**src/rtl/hex_result_pager.sv**
```systemverilog
// Holds a captured result word and pages it out NUM_DIGITS nibbles at a time; a debounced key press advances the page.
// Optional AUTO_PAGE_EN macro adds a periodic auto-advance timer. Outputs are registered, so they lag an accept or advance by one cycle.
module hex_result_pager #(
  parameter int DATA_W          = 32,
  parameter int NUM_DIGITS      = 4,
  parameter int DEBOUNCE_CYCLES = 50000,
  parameter int AUTO_TICKS      = 50000000
) (
  input  logic                    clk,
  input  logic                    rst_n,
  input  logic [DATA_W-1:0]       data_in,
  input  logic                    data_valid,
  output logic                    in_ready,
  input  logic                    hold,
  input  logic                    key_n,
  output logic [4*NUM_DIGITS-1:0] digits_out,
  output logic [3:0]              page_idx,
  output logic                    loaded
);

  localparam int PAGE_W = 4 * NUM_DIGITS;
  localparam int PAGES  = DATA_W / PAGE_W;
  localparam int CNT_W  = $clog2(DEBOUNCE_CYCLES);
  localparam logic [3:0]       LAST_PAGE = 4'(PAGES - 1);
  localparam logic [CNT_W-1:0] CNT_MAX   = CNT_W'(DEBOUNCE_CYCLES - 1);

  if (DEBOUNCE_CYCLES < 2 || AUTO_TICKS < 1 || PAGES < 1 || PAGES > 16 ||
      DATA_W % PAGE_W != 0) begin : g_bad_cfg
    $error("hex_result_pager: illegal parameter combination");
  end

  typedef enum logic {EMPTY, SHOW} state_t;

  state_t             state_q, state_d;
  logic [DATA_W-1:0]  word_q, word_d;
  logic [3:0]         page_q, page_d;
  logic [PAGE_W-1:0]  digits_q, digits_d;
  logic               key_s1_q, key_s2_q;
  logic               key_db_q, key_db_d;
  logic [CNT_W-1:0]   cnt_q, cnt_d;
  logic               press_q, press_d;
  logic               accept, advance, auto_adv;
  logic [PAGE_W-1:0]  page_word;

  assign in_ready   = rst_n & ~hold;
  assign accept     = data_valid & in_ready;
  assign digits_out = digits_q;
  assign page_idx   = page_q;
  assign loaded     = (state_q == SHOW);

`ifdef AUTO_PAGE_EN
  localparam int TMR_W = $clog2(AUTO_TICKS + 1);
  localparam logic [TMR_W-1:0] TMR_MAX = TMR_W'(AUTO_TICKS - 1);
  logic [TMR_W-1:0] timer_q, timer_d;

  always_comb begin
    timer_d  = timer_q;
    auto_adv = 1'b0;
    if (accept || press_q) begin
      timer_d = '0;
    end else if (state_q == SHOW && PAGES > 1) begin
      if (timer_q == TMR_MAX) begin
        timer_d  = '0;
        auto_adv = 1'b1;
      end else begin
        timer_d = timer_q + 1'b1;
      end
    end
  end

  always_ff @(posedge clk or negedge rst_n) begin
    if (!rst_n) timer_q <= '0;
    else        timer_q <= timer_d;
  end
`else
  assign auto_adv = 1'b0;
`endif

  // Debounce: a level change is only taken after DEBOUNCE_CYCLES consecutive mismatches.
  always_comb begin
    key_db_d = key_db_q;
    cnt_d    = '0;
    if (key_s2_q != key_db_q) begin
      if (cnt_q == CNT_MAX) key_db_d = key_s2_q;
      else                  cnt_d    = cnt_q + 1'b1;
    end
    press_d = key_db_q & ~key_db_d;
  end

  always_comb begin
    advance = (state_q == SHOW) && (press_q || auto_adv);
    state_d = state_q;
    word_d  = word_q;
    page_d  = page_q;
    if (accept) begin
      state_d = SHOW;
      word_d  = data_in;
      page_d  = '0;
    end else if (advance) begin
      page_d = (page_q == LAST_PAGE) ? 4'd0 : page_q + 4'd1;
    end
    page_word = '0;
    for (int p = 0; p < PAGES; p++) begin
      if (page_d == 4'(p)) page_word = word_d[p*PAGE_W +: PAGE_W];
    end
    digits_d = (state_d == SHOW) ? page_word : '0;
  end

  always_ff @(posedge clk or negedge rst_n) begin
    if (!rst_n) begin
      state_q  <= EMPTY;
      word_q   <= '0;
      page_q   <= '0;
      digits_q <= '0;
      key_s1_q <= 1'b1;
      key_s2_q <= 1'b1;
      key_db_q <= 1'b1;
      cnt_q    <= '0;
      press_q  <= 1'b0;
    end else begin
      state_q  <= state_d;
      word_q   <= word_d;
      page_q   <= page_d;
      digits_q <= digits_d;
      key_s1_q <= key_n;
      key_s2_q <= key_s1_q;
      key_db_q <= key_db_d;
      cnt_q    <= cnt_d;
      press_q  <= press_d;
    end
  end

endmodule

```
**config.mk**
```make
export PLATFORM = sky130hd
export DESIGN_NAME = hex_result_pager
export DESIGN_NICKNAME = d
export VERILOG_FILES = /design/src/rtl/hex_result_pager.sv
export SDC_FILE = /design/constraint.sdc
export NUM_CORES = 1
export LEC_CHECK = 0
export CORE_ASPECT_RATIO = 0.9
export CORE_MARGIN = 2
export CORE_UTILIZATION = 50
export CTS_BUF_LIST = sky130_fd_sc_hd__clkbuf_16
export DETAILED_ROUTE_END_ITERATION = 10
export GPL_ROUTABILITY_DRIVEN = 1
export GPL_TIMING_DRIVEN = 0
export PLACE_DENSITY = 0.83
export SETUP_SLACK_MARGIN = 0.5
export SYNTH_ARGS = -nofsm -noshare
export SYNTH_HDL_FRONTEND = slang
export SYNTH_SLANG_ARGS = --single-unit
```
**constraint.sdc**
```tcl
create_clock -name clk -period 2.7 [get_ports clk]
set_input_delay 0.405 -clock clk [delete_from_list [all_inputs] [get_ports clk]]
set_output_delay 0.405 -clock clk [all_outputs]
set_load 0.02 [all_outputs]
```
## Word-level counts from Yosys, hierarchy flattened

Cells that the tools add are included.

| storage, ports and cells | value |
|---|---|
| flip-flop bits (word level) | 73 |

| cells by class | value |
|---|---|
| add/sub/neg operators | 2 |
| equality and inequality tests | 4 |
| multiplexer cells | 12 |
| bitwise logic cells | 5 |
| reduce and logical (&&, ||, !) cells | 2 |

Operators by type and width:

| operator | count |
|---|---|
| $mux W16 | 5 |
| $mux W32 | 1 |
| $add A16 B1 Y16 const B | 1 |
| $eq A16 B16 Y1 const B | 1 |
| $mux W4 | 3 |
| $eq A4 B1 Y1 const B | 2 |
| $add A4 B1 Y4 const B | 1 |
| $logic_not A4 Y1 | 1 |
| $and A1 B1 Y1 | 3 |
| $mux W1 | 3 |
| $not A1 Y1 | 2 |
| $logic_and A1 B1 Y1 | 1 |
| $ne A1 B1 Y1 | 1 |

## Depth between registers and ports, before layout

Gate-level depths: netlist of the first run.

| logic depth | value |
|---|---|
| depth after elaboration | 8 |
| mapped depth | 6 |
| mapped depth without buffers | 5 |

## Worst setup path after synthesis of the first run

Ideal clock, no wire load.

| timing | value |
|---|---|
| path kind | input to register |
| start | in rst_n |
| end | reg word_q[25] |
| setup time | 0.117 ns |
| arrival time | 1.482 ns |
| required time | 2.583 ns |
| slack | 1.101 ns |
| stages on the path | 6 |
| path through | nor2b_1 nand2_1 buf_2 clkbuf_1 nand2_1 nand2_1 |

| on the way | value |
|---|---|
| cells in the longest elaborated chain, start to end | 3 |

Ends and longest elaborated chain:

| item | line | RTL |
|---|---|---|
| start: declaration | 10 | `input logic rst_n,` |
| $and A1 B1 Y1 | 45 | `assign in_ready = rst_n & ~hold;` |
| $and A1 B1 Y1 | 46 | `assign accept = data_valid & in_ready;` |
| $mux W32 | 95 | `if (accept) begin` |
| net word_d[25] | 35 | `logic [DATA_W-1:0] word_q, word_d;` |
| end signal: assignment | 122 | `word_q <= word_d;` |
| end: declaration | 35 |  |

The timed path passes the listed nets, and every way through them passes these cells.

## Final worst setup path of the first run

| timing | value |
|---|---|
| start | in rst_n |
| end | out in_ready |

| on the way | value |
|---|---|
| cells in the longest elaborated chain, start to end | 1 |

Ends and longest elaborated chain:

| item | line | RTL |
|---|---|---|
| $and A1 B1 Y1 | 45 |  |
| end: declaration | 13 | `output logic in_ready,` |

No other way between the ends.

==> reports/metrics.sh, run 1 <==
NFILLCELLS=441
POWER.DENSITY_mW_PER_MM2=706
FP.DIEH_UM=78.6
VDD.IR_DROP.WORST_V=0.000424
SYNTH_CELL_AREA_MM2=0.00309
DIODES=0
LAYOUT_COMMON_CELLS='dfrtp_1 (70), clkdlybuf4s50_1 (57), nand2_1 (54), nor2_1 (23), nand4_1 (20)'
PERIOD_NEEDED_NS=2.06
VIAS=2304
INITIAL_CORE_UTIL=0.511
GRT_MAX_DEGREE=75
FINALHOLDVIOLATIONS=41
FAILING_CHECKS='negative hold slack'
SYNTH_FP_NETS=325
CLKTRANSATPATHREGS_NS=0.06
CTS_SETUP_BUFFERS=0
YOSYS_REGISTER_BITS=73
CTS_MAX_LEVEL=3
GRT_FIRST_PASS_WIRELENGTH_UM=11500
DPL_WS_NS=0.189
DIE_AREA_MM2=0.00683
PLACE.DETAILED.INSTANCES=417
SYN-MEAN-INSTANCE-AREA_UM2=10.8
POWER_LEAKAGE_nW=1.90
VIASPERCELL=5.33
CELL_CHOSEN_FOR_THE_CLOCK_ROOT='clkbuf_16'
YS.WARNINGS.COUNT=0
WORSTSETUPSTARTPOINTTYPE='input port'
TIGHTEST_HOLD_MARGIN_NS=-0.0316
CTS_SINKS=73
FINAL_ANTENNA_NET_COUNT=0
GRT-OVFL-TOTAL=0
WORSTREG2REGSTART='page_idx[1]'
FINAL_CORE_UTIL=0.671
AREAGROWTHSYNTHTOFINISH_PCT=31.3
FINAL_WORST_SETUP_SLACK_NS=0.644
FINALNONFILLERCELLS=432
FIRSTDRTPASSITERS=5
LARGEST_CLOCK_SKEW_IN_THE_FINAL_DESIGN_NS=0.00533
SYNTH.LIB_CELLS_USED.DISTINCT=33
PLACEMENT.CELL_AREA_MM2=0.00376
SETUP_VIOL_COUNT_FINAL=0
POSTLAYOUTCELLAREA_MM2=0.00406
CRITICAL_PATH.STARTPOINT='rst_n'
WORST_HOLD_CLASS='input port to asynchronous set/reset pin'
MAX-SLEW-MARGIN-REL=0.616
YS_SEQ_AREA_FRAC=0.592
PORT-BUFFER-COUNT=58
OUTCOME='finished with violations'
CTS_INSERTED_BUFFERS=9
TRITONCTS_CLOCK_TREE='done'
FLOORPLAN.CORE_AREA_MM2=0.00605
CP.ARRIVAL_NS=1.65
FINAL.PERIOD_UTILIZATION=0.762
PATH_CLASS='input port to output port'
CLOCK.FMAX_MHz=486
TIGHTESTPINTRANSITION_NS=0.573
TOTALWIRELENGTH_UM=6820
MOSTFREQUENTLAYOUTCELL='dfrtp_1'
GP_ROUTABILITY_CONGESTION=0.813
DIE_W_UM=86.9
SYNTHESIS.INSTANCES=287
REMAINING_DRC_ERRORS=0
CTS_BUFFER_DEPTH=2
FINALMAXSLEWVIOLATIONS=0
LAYOUT-DRIVE-GT1-SHARE=0.111
DESIGN.PORTCOUNT=59
CLK-INSERTION-DELAY-LATE_NS=0.33
REQUIRED_NS=2.30
GR-USAGE-ALL-LAYERS=0.219
PLACEMENT_ROWS=27
DRTITER0DRC=130
NNETSFINAL=394
WIRE_PER_INST_UM=15.8
VIAS_IN_THE_FIRST_GLOBAL_ROUTE=2407
SEQUENTIAL_CELL_AREA_MM2=0.00183
TIMING.MAX_CAP.VIOLATIONS=0
CRITPATHMAXFANOUT=74
GRT_SETUP_UNREPAIRED='no'
DETAILEDPLACEMENTHPWL_UM=4520
TIMING.CRITICAL_PATH.TO_TYPE='output port'
MULTI_INPUT_AREA_MM2=0.00112
ANTENNA_VIOLATIONS_BEFORE_REPAIR=0
synthesized netlist by cell type (all sizes together):
master,count,area share
xnor2,12,0.034
xor2,7,0.020
dfstp,3,0.026
ha,1,0.0040
and3,3,0.0061
dfrtp,70,0.57
a21oi,2,0.0045
nand2b,1,0.0020
inv,19,0.023
nand2,54,0.066
nor4b,2,0.011
nand3,9,0.016
o21ai,16,0.038
nor4,4,0.0081
nor2,23,0.028
mux2,1,0.0036
nor3,5,0.0081
clkbuf,5,0.0061
and2,1,0.0020
a211oi,1,0.0065
nor3b,1,0.0024
or3,1,0.0020
buf,7,0.016
mux2i,16,0.052
nor4bb,2,0.0065
nor2b,1,0.0020
nand4,20,0.040
per-stage QoR:
stage	setup TNS (ns)	hold WS [ns]	power [W]
after floorplan	0	0.109	0.00151
after global placement	-172.17	0.347	0.00171
after detailed placement	0	0.352	0.00173
after CTS	0	0.0584	0.00288
after global routing	0	0.00412	0.00298
final	0	-0.0316	0.00286
where the power goes:
group	internal [W]	leakage (nW)	switching, W	total, W
clock network	0.000704	0.139	0.000445	0.00115
registers	0.00123	0.911	0.0000524	0.00129
logic	0.000208	0.851	0.000219	0.000427
cell type report:
cell class,instances,area share
buffer,12,0.0170
clock buffer,9,0.0555
clock inverter,6,0.0148
inverter,19,0.0176
multi-input combinational,183,0.276
sequential,73,0.451
tap,72,0.0222
timing repair buffer,58,0.146
kinds of logic after synthesis:
group                    after synthesis  share of synthesized area
adder cells (fa/ha/maj)                1                    0.00405
buffers and inverters                 31                     0.0453
AND/OR/NAND/NOR                      127                      0.200
multiplexers                          17                     0.0555
flip-flops                            73                      0.592
AO/OA/AOI/OAI                         19                     0.0490
XOR/XNOR                              19                     0.0538
sequential cells by signal (all words and copies together) (netlist names):
name        flops
word_q         32
cnt_q          16
digits_out     16
page_idx        4
key_db_q        1
key_s1_q        1
key_s2_q        1
loaded          1
press_q         1
worst max-delay path, cell delays in order:
cell             delay [ns]
buf_12                 0.30
nor2b_1                0.27
clkdlybuf4s50_1        0.64
layer usage:
layer,vias up,global-route usage,share of wire
li1,1095,-,-
met1,1116,0.290,0.45
met2,79,0.352,0.48
met3,14,0.0379,0.050
met4,0,0.100,0.023
met5,-,0,0
path summary, 6_finish.rpt:
kind | to | slack (ns) | cells past startpoint
setup / recovery | in_ready | 0.64 | 3
setup reg to reg | digits_out[10] | 0.96 | 5
hold reg to reg | key_s2_q | 0.36 | 0
hold / removal | word_q[8] | -0.03 | 1
min in group clk | key_s2_q | 0.36 | 0
max in group asynchronous | key_s1_q | 2.38 | 1
what timing repair did:
action	4_1_cts	5_1_grt
endpoints found under the setup margin	1	1
hold buffers	0	0
gates resized for setup	2	1
(Power assumes the default switching activity.)
==> run 2: changes to the inputs <==
==> constraint.sdc (replaced) <==
create_clock -name clk -period 2 [get_ports clk]
set_input_delay 0.3 -clock clk [delete_from_list [all_inputs] [get_ports clk]]
set_output_delay 0.3 -clock clk [all_outputs]
set_load 0.02 [all_outputs]
==> run 2 against run 1 <==
  * The run now ends clean
  * Critical path depth up 2
  * Wire length grew 18%
  * Worst hold slack improved by 0.39 ns
  * Die area unchanged
  * Clock skew about the same
  * Worst setup slack worse by 0.19 ns
  * Sequential share of layout area fell by 3.4 points
  * First-iteration DRC count grew 22%
  * Global-route usage rose by 0.27 points
  * Sequential power grew 35%
  * Register-to-register slack lost 0.50 ns
  * Final cell count increased by 4.4%
  * Critical path type is now flip-flop to flip-flop
  * Largest cell class unchanged
==> reports/metrics.sh, run 2 (synthesized netlist as in run 1, its figures left out) <==
OUTCOME='complete, no violations'
FINALHOLDVIOLATIONS=0  # -100%
PLACEMENT_ROWS=27  # unchanged
WIRE_PER_INST_UM=17.8  # +13%
GRT_MAX_DEGREE=75  # unchanged
GRT-OVFL-TOTAL=0  # unchanged
FINAL_ANTENNA_NET_COUNT=0  # unchanged
POWER_SWITCHING_W=0.00100  # +40%
FINALMAXSLEWVIOLATIONS=0  # unchanged
CLOCK.FMAX_MHz=647
SETUP_TOTAL_NEGATIVE_SLACK_NS=0  # unchanged
POWER.DENSITY_mW_PER_MM2=881  # +25%
GRT_FIRST_PASS_WIRELENGTH_UM=11600  # +0.66%
VIAS=2462  # +6.9%
FINAL.PERIOD_UTILIZATION=0.772
REGMOSTFLOPS='word_q'
TRITONCTS_CLOCK_TREE='done'
LARGEST_CLOCK_SKEW_IN_THE_FINAL_DESIGN_NS=0.00492  # -0.000412 ns
LAYOUT_COMMON_CELLS='dfrtp_1 (64), nand2_1 (53), clkdlybuf4s50_1 (35), dlygate4sd2_1 (21)'
REMAINING_DRC_ERRORS=0  # unchanged
DIODES=0  # unchanged
WORST_HOLD_CLASS='flip-flop to flip-flop'
AREAGROWTHSYNTHTOFINISH_PCT=42.7
TIMING.CRITICAL_PATH.TO_TYPE='flip-flop'
RR_WORST_DEPTH=5  # unchanged
CTS_BUFFER_DEPTH=2  # unchanged
CP.ARRIVAL_NS=1.79  # +0.14 ns
POWER_LEAKAGE_nW=2.06  # +8.4%
DIE_W_UM=86.9  # unchanged
GP_ROUTABILITY_CONGESTION=0.803  # -1.2%
SHARE_CLK_OF_TOTAL_POWER=0.401  # about the same
INTERNAL_POWER_W=0.00288  # +34%
COMB_POWER_SHARE=0.151  # +0.002
POWER.SHARE.SEQUENTIAL=0.448  # -0.002
HIGHEST_LAYER_USED_FOR_SIGNAL_ROUTING='met4'
MET3_LENGTH_UM=391  # +14%
FLOORPLAN.CORE_AREA_MM2=0.00605  # unchanged
CTS_INSERTED_BUFFERS=9  # unchanged
REGTOREGENDPOINT='digits_out[3]'
DESIGN.PORTCOUNT=59  # unchanged
PERIOD_NEEDED_NS=1.54
DETAILEDPLACEMENTHPWL_UM=4400  # -2.6%
PLACE.DETAILED.INSTANCES=417  # unchanged
CTS_MAX_LEVEL=3  # unchanged
PORT-BUFFER-COUNT=58  # unchanged
HOLD_PATH_DEPTH=0
MOSTFREQUENTLAYOUTCELL='dfrtp_1'
FIRSTDRTPASSITERS=4  # -1
REQUIRED_NS=2.25  # -0.05 ns
INITIAL_CORE_UTIL=0.511  # unchanged
METAL_1_WL_UM=3410  # +11%
CELL_CHOSEN_FOR_THE_CLOCK_ROOT='clkbuf_16'
TIMING.MAX_CAP.VIOLATIONS=0  # unchanged
PATH_CLASS='flip-flop to flip-flop'
TIGHTESTPINTRANSITION_NS=0.519  # -0.0542 ns
CLK-INSERTION-DELAY-LATE_NS=0.33  # about the same
NNETSFINAL=412  # +4.6%
GR-USAGE-ALL-LAYERS=0.222  # +0.00267
LARGEST_REGISTER_FFS=32  # unchanged
DIE_AREA_MM2=0.00683  # unchanged
WORSTSETUPSTARTPOINTTYPE='flip-flop'
WORSTREG2REGSTART='page_idx[2]'
CTS_SINKS=73  # unchanged
FINALNONFILLERCELLS=451  # +4.4%
GRT_SETUP_UNREPAIRED='yes'
FP.DIEH_UM=78.6  # unchanged
ANTENNA_VIOLATIONS_BEFORE_REPAIR=0  # unchanged
REGTOREGSETUPSLACK_NS=0.46  # -0.50 ns
CRITPATHMAXFANOUT=7  # -91%
MAX-SLEW-MARGIN-REL=0.654  # +0.0377
VIASPERCELL=5.46  # +2.4%
MET2_WIRELENGTH_UM=4010  # +23%
TOTALWIRELENGTH_UM=8030  # +18%
VIAS_IN_THE_FIRST_GLOBAL_ROUTE=2379  # -1.2%
WORST_HOLD_PATH_ENDPOINT='key_s2_q'
CLKTRANSATPATHREGS_NS=0.06  # about the same
DRTITER0DRC=158  # +22%
MIN-DELAY-START='key_s1_q'
SETUP_VIOL_COUNT_FINAL=0  # unchanged
VDD.IR_DROP.WORST_V=0.000683  # +61%
SWITCHING_SHARE=0.258  # +0.00782
LAYOUT-DRIVE-GT1-SHARE=0.243  # +0.132
[run 2: cell types whose count changed in the layout (fill, tap and decap cells not counted), moves of 5 or more]
cell / previous run / this run
dfrtp_2: 0 / 6
buf_4: 1 / 10
clkdlybuf4s50_1: 57 / 35
dlygate4sd2_1: 0 / 21
dfrtp_1: 70 / 64
nor2_2: 0 / 5
o21ai_0: 6 / 1
o21ai_2: 10 / 15
nor2_1: 23 / 18
buf_6: 2 / 9
[run 2: critical path: stages, from the launching register on]
cell      delay, ns
dfrtp_2        0.47
or3_4          0.43
a21oi_4        0.19
a211oi_4       0.08
buf_6          0.16
o21ai_0        0.14
[run 2: metal layers]
| layer | track usage | vias up |
|---|---|---|
| met1 | 0.290 | 1213 |
| met3 | 0.0452 | 18 |
| met4 | 0.0891 | 0 |
| met5 | 0 | - |
| li1 | - | 1138 |
| met2 | 0.360 | 93 |
[run 2: how the worst max path moves through the flow]
stage | from | to | slack (ns) | depth (start not counted)
floorplan | page_idx[2] | digits_out[5] | 0.50 | 5
global placement | rst_n | in_ready | -2.38 | 3
detailed placement | rst_n | in_ready | -0.31 | 3
CTS | page_idx[0] | digits_out[9] | 0.41 | 4
global route | page_idx[0] | page_idx[0] | 0.43 | 1
finish | page_idx[2] | digits_out[3] | 0.46 | 5
[run 2: cell type report]
class                      count  area, µm²
clock buffer                   9        225
fill                         384       1640
multi-input combinational    183       1280
inverter                      19       71.3
clock inverter                 7       62.6
sequential                    73       1840
tap                           72       90.1
buffer                        12       87.6
timing repair buffer          76        756
[run 2: what timing repair did]
action                                 in CTS  in global routing
setup endpoints to repair                  90                 57
resized for setup                          34                 51
gates cloned                                0                  3
pin swaps                                   3                 11
endpoints found under the hold margin      70                 70
setup buffers                               4                  8
[run 2: per-stage QoR]
stage | hold slack [ns] | util | setup slack [ns] | instance area [µm²] | total power (W)
final | 0.357 | 0.729 | 0.455 | 4410 | 0.00389
after global routing | 0.361 | 0.729 | 0.426 | 4410 | 0.00404
after CTS | -0.124 | 0.678 | 0.412 | 4100 | 0.00383
after detailed placement | 0.350 | 0.622 | -0.309 | 3760 | 0.00233
after global placement | 0.347 | 0.623 | -2.38 | 3760 | 0.00231
after floorplan | 0.00441 | - | 0.501 | 3090 | 0.00203
[run 2: power groups by stage]
stage                     combinational [W]  sequential, W  clock (W)
after floorplan                    0.000193        0.00184          0
after global placement             0.000556        0.00175          0
after detailed placement           0.000571        0.00176          0
after CTS                          0.000535        0.00173    0.00156
after global routing               0.000640        0.00176    0.00164
final                              0.000588        0.00174    0.00156
==> run 3: changes to the inputs <==
==> constraint.sdc (replaced) <==
create_clock -name clk -period 1.6 [get_ports clk]
set_input_delay 0.24 -clock clk [delete_from_list [all_inputs] [get_ports clk]]
set_output_delay 0.24 -clock clk [all_outputs]
set_load 0.02 [all_outputs]
==> run 3 against run 2 <==
  * Flip-flop and latch count stayed put
  * Wire length is 21% higher
  * Global-route usage is 5.0 points higher
  * Critical path type unchanged
  * Highest routed layer unchanged
  * Power is 40% higher
  * Final cell count is 4.7% higher
  * Critical path depth stayed put
  * Sequential share of layout area is 4.5 points lower
  * Combinational power is 54% higher
  * Design area is 13% higher
  * Largest power group is now clock
  * Count of clock-buffer cells in the layout stayed put
  * Worst setup slack worse by 0.44 ns
  * Non-clock buffer count is 21 higher
==> reports/metrics.sh, run 3 (synthesized netlist as in run 1, its figures left out) <==
LAYOUT-DRIVE-GT1-SHARE=0.415  # +0.172
FINAL_ANTENNA_NET_COUNT=0  # unchanged
TIMING.MAX_CAP.VIOLATIONS=0  # unchanged
FP.DIEH_UM=78.6  # unchanged
PORT-BUFFER-COUNT=58  # unchanged
FINALHOLDVIOLATIONS=0  # unchanged
PERIOD_NEEDED_NS=1.59  # +0.0436 ns
TOTALWIRELENGTH_UM=9710  # +21%
CTS_SINKS=73  # unchanged
NFILLCELLS=276  # -28%
DRTITER0DRC=225  # +42%
CLK-INSERTION-DELAY-LATE_NS=0.34  # about the same
VDD.IR_DROP.WORST_V=0.000935  # +37%
PLACE.DETAILED.INSTANCES=417  # unchanged
VIASPERCELL=5.71  # +4.7%
SEQUENTIAL_CELL_AREA_MM2=0.00185  # +0.41%
SHARE_CLK_OF_TOTAL_POWER=0.424  # +0.023
LARGEST_REGISTER_FFS=32  # unchanged
WORST_HOLD_CLASS='input port to asynchronous set/reset pin'
CTS_INSERTED_BUFFERS=9  # unchanged
GR-USAGE-ALL-LAYERS=0.272  # +0.0504
REGMOSTFLOPS='word_q'
SWITCHING_SHARE=0.250  # -0.00743
SETUP_TOTAL_NEGATIVE_SLACK_NS=0  # unchanged
ANTENNA_VIOLATIONS_BEFORE_REPAIR=0  # unchanged
AREAGROWTHSYNTHTOFINISH_PCT=60.6
DIODES=0  # unchanged
FINAL_WORST_SETUP_SLACK_NS=0.0114  # -0.444 ns
GP_ROUTABILITY_CONGESTION=0.796  # -0.82%
GRT_MAX_DEGREE=38  # -49%
REQUIRED_NS=1.81  # -0.44 ns
CP.ARRIVAL_NS=1.80  # about the same
TRITONCTS_CLOCK_TREE='done'
DIE_W_UM=86.9  # unchanged
INTERNAL_POWER_W=0.00408  # +41%
GRT_FIRST_PASS_WIRELENGTH_UM=13600  # +18%
REPORT.POWER.TOTAL_W=0.00544  # +40%
GRT-OVFL-TOTAL=0  # unchanged
SETUP_VIOL_COUNT_FINAL=0  # unchanged
DETAILEDPLACEMENTHPWL_UM=4500  # +2.3%
FINALMAXSLEWVIOLATIONS=0  # unchanged
CTS_MAX_LEVEL=3  # unchanged
PLACEMENT_ROWS=27  # unchanged
POWER.SHARE.SEQUENTIAL=0.410  # -0.038
DIE_AREA_MM2=0.00683  # unchanged
VIAS=2697  # +9.5%
CRITPATHMAXFANOUT=4  # -3
MAX-SLEW-MARGIN-REL=0.448  # -0.207
WIRE_PER_INST_UM=20.6  # +16%
POWER_LEAKAGE_nW=2.23  # +8.2%
FINAL.PERIOD_UTILIZATION=0.993  # +0.220
POWER_SWITCHING_W=0.00136  # +36%
CLOCK.FMAX_MHz=629  # -2.7%
WORSTSETUPSTARTPOINTTYPE='flip-flop'
FIRSTDRTPASSITERS=5  # +1
DESIGN.PORTCOUNT=59  # unchanged
POWER.DENSITY_mW_PER_MM2=1100  # +24%
PATH_CLASS='flip-flop to flip-flop'
NNETSFINAL=433  # +5.1%
FINALNONFILLERCELLS=472  # +4.7%
OUTCOME='complete, no violations'
CTS_BUFFER_DEPTH=2  # unchanged
TIGHTEST_HOLD_MARGIN_NS=0.168  # -0.188 ns
TIMING.CRITICAL_PATH.TO_TYPE='flip-flop'
MOSTFREQUENTLAYOUTCELL='dfrtp_1'
GRT_SETUP_UNREPAIRED='yes'
TIGHTESTPINTRANSITION_NS=0.829  # +0.310 ns
CLKTRANSATPATHREGS_NS=0.06  # about the same
FLOORPLAN.CORE_AREA_MM2=0.00605  # unchanged
MULTI_INPUT_AREA_MM2=0.00150  # +17%
REMAINING_DRC_ERRORS=0  # unchanged
INITIAL_CORE_UTIL=0.511  # unchanged
LAYOUT_COMMON_CELLS='dfrtp_1 (58), nand2_1 (51), clkdlybuf4s50_1 (33), buf_4 (28), buf_6 (23)'
LARGEST_CLOCK_SKEW_IN_THE_FINAL_DESIGN_NS=0.00708  # +0.00217 ns
COMB_POWER_SHARE=0.167  # +0.016
VIAS_IN_THE_FIRST_GLOBAL_ROUTE=2694  # +13%
DPL_WS_NS=-0.579  # -0.269 ns
CELL_CHOSEN_FOR_THE_CLOCK_ROOT='clkbuf_16'
==> run 3: changes by cell type in the layout (fill, tap and decap cells not counted), moves of 6 or more <==
cell	previous run	this run
buf_6	9	23
buf_4	10	28
nor2_1	18	11
mux2i_4	0	10
dlygate4sd2_1	21	1
mux2i_1	14	5
dfrtp_1	64	58
nor2_2	5	11
buf_2	1	7
dfrtp_2	6	12
==> run 3: what timing repair did <==
action,4_1_cts,5_1_grt
gates resized for setup,173,48
endpoints found under the setup margin,93,81
hold buffers,2,0
pin swaps,10,10
cloned,4,1
hold endpoints to repair,73,0
setup buffers,22,10
==> run 3: final timing paths <==
kind,from,endpoint,slack [ns],cells past startpoint
max,cnt_q[1],cnt_q[12],0.01,5
min,rst_n,cnt_q[13],0.17,2
max reg2reg,cnt_q[1],cnt_q[12],0.01,5
min reg2reg,key_s1_q,key_s2_q,0.36,0
max in group asynchronous,rst_n,page_idx[1],0.86,2
min in group clk,key_n,key_s1_q,0.31,1
==> run 3: worst max-delay path: stages, from the launching register on <==
cell	delay, ns
dfrtp_1	0.42
ha_4	0.18
nand3_2	0.16
nor4_2	0.38
xnor2_1	0.26
nor2_4	0.07
==> run 3: per-stage QoR <==
stage                      util  cell area, µm²
final                     0.821            4960
after global routing      0.821            4960
after CTS                 0.782            4730
after detailed placement  0.631            3820
after global placement    0.632            3820
after floorplan               -            3150
==> run 3: cell type report <==
class | count | area share
Clock inverter | 7 | 0.0239
Buffer | 12 | 0.0255
Timing Repair Buffer | 97 | 0.199
Tap cell | 72 | 0.0181
Clock buffer | 9 | 0.0454
Sequential cell | 73 | 0.372
Multi-Input combinational cell | 183 | 0.302
Inverter | 19 | 0.0144
==> run 3: power groups by stage <==
stage	Sequential [W]	Combinational [W]	Clock, W
after floorplan	0.00230	0.000253	0
after CTS	0.00220	0.000810	0.00231
after detailed placement	0.00220	0.000728	0
after global placement	0.00219	0.000708	0
final	0.00223	0.000906	0.00231
after global routing	0.00224	0.000961	0.00244
==> run 3: routing by layer <==
layer,global-route usage,share of wire
met3,0.0757,0.066
met4,0.127,0.038
met2,0.455,0.53
met1,0.324,0.37
met5,0,0
